$ cat src/rtl/mux4_scan_pkg.sv
// mux4_scan_pkg: state encoding and sizing shared by the mux4 scanner
package mux4_scan_pkg;
  typedef logic [1:0] state_t;
  localparam state_t IDLE = 2'd0;
  localparam state_t SCAN = 2'd1;
  localparam state_t DONE = 2'd2;
  localparam int NCH = 4;
  localparam int CNT_W = 4;
endpackage

$ cat src/rtl/mux4_scanner.sv
// mux4_scanner: steps mux4 select 0..3 with a settle delay and publishes the four samples atomically
module mux4_scanner
  import mux4_scan_pkg::*;
#(
  parameter int SETTLE = 1
) (
  input  logic           clk,
  input  logic           rst_n,
  input  logic           start,
  input  logic           cont,
  input  logic           y,
  output logic [1:0]     sel,
  output logic           busy,
  output logic           done,
  output logic [NCH-1:0] q
);
  state_t state_q, state_d;
  logic [1:0] sel_q, sel_d;
  logic [CNT_W-1:0] cnt_q, cnt_d;
  logic [2:0] shadow_q, shadow_d;
  logic [NCH-1:0] q_q, q_d;
  logic last;
  assign last = cnt_q == CNT_W'(SETTLE - 1);
  always_ff @(posedge clk or negedge rst_n) begin
    if (!rst_n) begin
      state_q  <= IDLE;
      sel_q    <= '0;
      cnt_q    <= '0;
      shadow_q <= '0;
      q_q      <= '0;
    end else begin
      state_q  <= state_d;
      sel_q    <= sel_d;
      cnt_q    <= cnt_d;
      shadow_q <= shadow_d;
      q_q      <= q_d;
    end
  end
  always_comb begin
    state_d  = state_q;
    sel_d    = sel_q;
    cnt_d    = cnt_q;
    shadow_d = shadow_q;
    q_d      = q_q;
    case (state_q)
      IDLE: if (start) begin
        state_d = SCAN;
        sel_d   = '0;
        cnt_d   = '0;
      end
      SCAN: if (!last) cnt_d = cnt_q + 1'b1;
      else begin
        cnt_d = '0;
        // the last channel goes straight into q so the word is never seen half-written
        if (sel_q == 2'd3) begin
          state_d = DONE;
          q_d     = {y, shadow_q};
        end else begin
          shadow_d[sel_q] = y;
          sel_d           = sel_q + 2'd1;
        end
      end
      DONE: if (start || cont) begin
        state_d = SCAN;
        sel_d   = '0;
        cnt_d   = '0;
      end else state_d = IDLE;
      default: state_d = IDLE;
    endcase
  end
  assign sel  = sel_q;
  assign busy = state_q == SCAN;
  assign done = state_q == DONE;
  assign q    = q_q;
endmodule

$ cat config.mk
export PLATFORM = sky130hd
export DESIGN_NAME = mux4_scanner
export DESIGN_NICKNAME = d
export VERILOG_FILES = /design/src/rtl/mux4_scan_pkg.sv /design/src/rtl/mux4_scanner.sv
export SDC_FILE = /design/constraint.sdc
export NUM_CORES = 1
export LEC_CHECK = 0
export CORE_MARGIN = 2
export CORE_UTILIZATION = 54
export CTS_BUF_LIST = sky130_fd_sc_hd__clkbuf_16
export CTS_CLUSTER_DIAMETER = 60
export CTS_CLUSTER_SIZE = 40
export DETAILED_ROUTE_END_ITERATION = 10
export PLACE_DENSITY = 0.81
export SLEW_MARGIN = 25
export SYNTH_ARGS = -nofsm -noshare
export SYNTH_HDL_FRONTEND = slang
export SYNTH_SLANG_ARGS = --single-unit
$ cat constraint.sdc
create_clock -name clk -period 2.34 [get_ports clk]
set_input_delay 0.351 -clock clk [delete_from_list [all_inputs] [get_ports clk]]
set_output_delay 0.351 -clock clk [all_outputs]
set_load 0.01 [all_outputs]
* Word-level counts from Yosys, hierarchy flattened
Cells that the tools add are included.
Word-level totals: register bits 15, output and inout port bits 8, logic and storage cells 45
Operators by class: $add $sub $neg 2, $lt $le $gt $ge 2, equal/unequal tests 8, muxes and demuxes 17, bitwise operators 1, reduce and logical (&&, ||, !) cells 10
Operators by type and width (count):
- $mux W2 | 7
- $mux W4 | 3
- $pmux W2 S3 | 2
- $pmux W4 S3 | 1
- $reduce_and A3 Y1 | 4
- $ne A2 B1 Y1 const B | 3
- $reduce_and A5 Y1 | 1
- $add A4 B1 Y4 const B | 1
- $eq A2 B2 Y1 const B | 2
- $logic_not A4 Y1 | 1
- $ne A2 B2 Y1 const B | 2
- $bwmux W3 | 1
- $lt A2 B3 Y1 const B | 1
- $reduce_bool A3 Y1 | 1
- $add A2 B1 Y2 const B | 1
- $demux W1 S2 | 1
- $eq A2 B1 Y1 const B | 1
- $ge A2 B1 Y1 const B | 1
- $logic_not A2 Y1 | 1
- $mux W1 | 2
- $logic_and A1 B1 Y1 | 1
- $logic_or A1 B1 Y1 | 1
- $not A1 Y1 | 1

* Logic depth before layout (Yosys ltp)
word-level depth 5, mapped depth 6, depth with buffers taken out 5

* Worst setup path before layout
Ideal clock, no wire load.
path type register to register, start reg cnt_q[0], end reg q_q[0], in the netlist q[0], library setup time 0.125 ns, data arrival time 1.423 ns, data required time 2.215 ns, slack 0.791 ns, stages on the path, launching flop included 7, clock period less this slack 1.549 ns, path through dfrtp_1 > inv_1 > ha_1 > nor3b_2 > and3_4 > buf_6 > mux2_4
On the way: cells in the longest elaborated chain, start to end 2
Ends and longest elaborated chain:
- start: declaration | RTL line mux4_scanner.sv:19 | logic [CNT_W-1:0] cnt_q, cnt_d;
- start signal: assignment | RTL line mux4_scanner.sv:34 | cnt_q <= cnt_d;
- $logic_not A4 Y1 | RTL line mux4_scanner.sv:23 | assign last = cnt_q == CNT_W'(SETTLE - 1);
- $reduce_and A3 Y1 (no source line)
- end signal: assignment | RTL line mux4_scanner.sv:36 | q_q <= q_d;
- end: declaration | RTL line mux4_scanner.sv:21 | logic [NCH-1:0] q_q, q_d;
No other way between the ends. A chain may end at the register's enable or synchronous reset.

* Worst setup path after layout
start reg state_q[1], end out busy
On the way: cells in the longest elaborated chain, start to end 1
Ends and longest elaborated chain:
- start: declaration | RTL line mux4_scanner.sv:17 | state_t state_q, state_d;
- start signal: assignment | RTL line mux4_scanner.sv:32 | state_q <= state_d;
- $eq A2 B1 Y1 | RTL line mux4_scanner.sv:72 | assign busy = state_q == SCAN;
- end: declaration | RTL line mux4_scanner.sv:13 | output logic busy,
No other way between the ends.

==> results.toml <==
[global_routing]
overflow = 0
gr-usage-met1_pct = 25.8
antenna_found_initial = 0
grt_use_met2_pct = 31.4
grt_busiest_layer = "met2"
grt_max_degree = 16
grt_pass1_vias = 573
use_met3_pct = 4.31
grt_pass1_wl_microns = 2660
gr-usage-all-layers_pct = 20.1

[synth]
synth_simple_gate_area_share_pct = 13.9
synth_mux_area_share_pct = 11.7
syn-instance-count = 65
synthDistinctLibCells = 26
ys_ff_latch = 15
synth_fa_ha_area_share_pct = 9.38
synth_top_family_by_area = "simple AND/OR/NAND/NOR gates"
seq_area_frac_synth_pct = 46.9
netlist_area_sq_um = 801
yosysWarnings = 0
avgSynthCellArea_sq_um = 12.3
syn_nets = 76
synth_compound_area_share_pct = 10.3
synth_xor_area_share_pct = 1.09

[sta]
finalSetupTns_ns = 0
fmax_ghz = 0.497
finalMaxSlewViolations = 0
finalHoldViolCount = 0
fin_crit_ns = 2.01
fin_worst_skew_ns = 0.00208
worst_pin_slew_ns = 0.669
rsz0062_at_grt = "no"
max_slew_margin_pct = 55.3
finalSetupViolations = 0
period_share_pct = 86.1

[routing]
finalWirelength_microns = 1540
drcViolationCount = 0
ant_nets = 0
wl_per_cell_microns = 16.4
firstDrtPassIters = 4
via_per_inst = 5.99
dr.first_iter.drc_count = 12
vias = 563

[critical_path]
worstPathRequired_ns = 1.99
worstPathArrival_ns = 1.66
path_delay_family = "buffers and inverters"
slowest_stage = "clkdlybuf4s50_1"
critical_path_class = "reg2out"
start_kind = "flip-flop"
cp_max_fo = 8
cp_cell_sequence = "nand2b_1 > inv_6 > clkdlybuf4s50_1"
slowest_delay_ns = 0.54
endpoint_kind = "output pin"
cp_num_buf_inv = 2

[cts]
clkSinkCount = 15
holdBufCountCts = 0
htree_num_levels = 1
cts_buffer_depth = 2
cts_tree = "built"
cts_buffers = 3
clockRootBuffer = "clkbuf_16"
clk_pin_slew_worst_paths_ns = 0.05
cts_resized = 0
cts_setup_buffers = 0
clk_latency_ns = 0.24

[floorplanning]
dieArea_sq_um = 1810
die_y_microns = 42.5
core-area_sq_um = 1350
floorplan.initialDensity_pct = 59.3
num_io_pins = 13
num_rows = 13
fp.dieW_microns = 42.5

[outcome]
outcome = "finished, final reports clean"

[placed_design]
placed_area_sq_um = 917
io_buffers = 12
globalplace.congestion = 0.838
hpwl_microns = 1090

[power]
power_density_nw_per_um2 = 1300
power.leakage_nw = 0.453
p_clk_share_pct = 25.7
peakVddDrop_v = 0.000756
p_comb_share_pct = 40.9
p_switching_mw = 0.415
swShare_pct = 32.1
p_seq_share_pct = 33.4
p_int_mw = 0.879

[layout]
final_cell_mix = "15 x dfrtp_1, 12 x clkdlybuf4s50_1, 6 x inv_1, 6 x ha_1"
final_common_cell = "dfrtp_1"
area_growth_pct = 24.5
layout-drive-gt1-share_pct = 19.0
diodes = 0
final_nets = 91
design_area_sq_um = 997

[run]
drv_cap = 0

[hold_path]
hold_path.class = "reg2reg"
-- worst register-to-register path, stage by stage, from the launching register on --
cell and delay, ns:
dfrtp_1 0.40, inv_1 0.10, ha_1 0.17, nor3b_2 0.30
and3_4 0.30, mux2_4 0.31
-- routing by layer --
metal  share of wire [%]  vias up  wire length [microns]
met2                  45       25                    690
li1                    -      257                      -
met3                 6.0        5                     92
met1                  47      276                    730
met5                   0        -                      0
met4                 1.6        0                     25
-- metrics by stage --
step	hold slack (ns)	utilization (%)	std cells	setup slack [ns]	total power, mW
final	0.498	73.9	94	0.326	1.29
after global routing	0.521	73.9	94	0.276	1.36
after CTS	0.504	73.9	94	0.337	1.30
after detailed placement	0.490	67.9	90	0.601	0.964
after global placement	0.487	67.9	90	0.629	0.936
after floorplan	0.0554	-	65	0.791	0.783
-- final timing paths --
check	startpoint	endpoint	slack (ns)	cells after the start
setup / recovery	state_q[1]$_DFFE_PN0P_	busy	0.33	3
hold / removal	shadow_q[1]$_DFFE_PN0P_	q[1]$_DFFE_PN0P_	0.50	1
setup reg to reg	cnt_q[0]$_DFFE_PN0P_	q[2]$_DFFE_PN0P_	0.64	5
hold reg to reg	shadow_q[1]$_DFFE_PN0P_	q[1]$_DFFE_PN0P_	0.50	1
max in group asynchronous	rst_n	sel[1]$_DFFE_PN0P_	1.40	1
min in group asynchronous	rst_n	state_q[1]$_DFFE_PN0P_	0.52	1
-- synthesized netlist by cell type --
cell,instances,area (sq um)
dfrtp_1,15,375
ha_1,6,75.1
inv_1,6,22.5
mux2_4,4,60.1
nand3_1,4,20.0
mux2_2,3,33.8
nand2_1,3,11.3
o21ai_0,3,15.0
buf_6,2,22.5
o211ai_1,2,15.0
o22ai_1,2,12.5
a211o_1,1,8.76
a21o_1,1,7.51
a21oi_1,1,5.00
a22o_1,1,8.76
a32o_1,1,10.0
and3_4,1,11.3
inv_6,1,8.76
nand2b_1,1,6.26
nor2_1,1,3.75
nor2b_1,1,6.26
nor3b_2,1,12.5
nor4b_4,1,23.8
or3_1,1,6.26
or4b_1,1,10.0
xnor2_1,1,8.76
-- power by group through the flow --
stage / clock, mW / sequential [mW] / combinational [mW]
4_1_cts: 0.331 / 0.433 / 0.531
6_report: 0.332 / 0.432 / 0.530
3_3_place_gp: 0 / 0.424 / 0.511
5_1_grt: 0.344 / 0.448 / 0.571
2_1_floorplan: 0 / 0.441 / 0.342
3_5_place_dp: 0 / 0.436 / 0.529
-- sequential cells by signal, indices dropped and copies added (netlist names) --
signal and count:
cnt_q 4, q 4, shadow_q 3, sel 2, state_q 2
-- final cells by class --
class                           instances  area [sq um]
Fill cell                              94           353
Clock buffer                            3          75.1
Clock inverter                          1          5.00
Sequential cell                        15           375
Multi-Input combinational cell         41           372
Inverter                                7          31.3
Timing Repair Buffer                   12           120
Tap cell                               15          18.8
-- logic make-up (layout without fill, tap and decap cells) --
logic type,Yosys count,after routing
compound gates,12,12
buf+inv,9,23
simple gates,15,15
mux,7,7
flops,15,15
xor+xnor,1,1
fa+ha+maj,6,6
No activity file was read; power rests on OpenSTA's default activity.
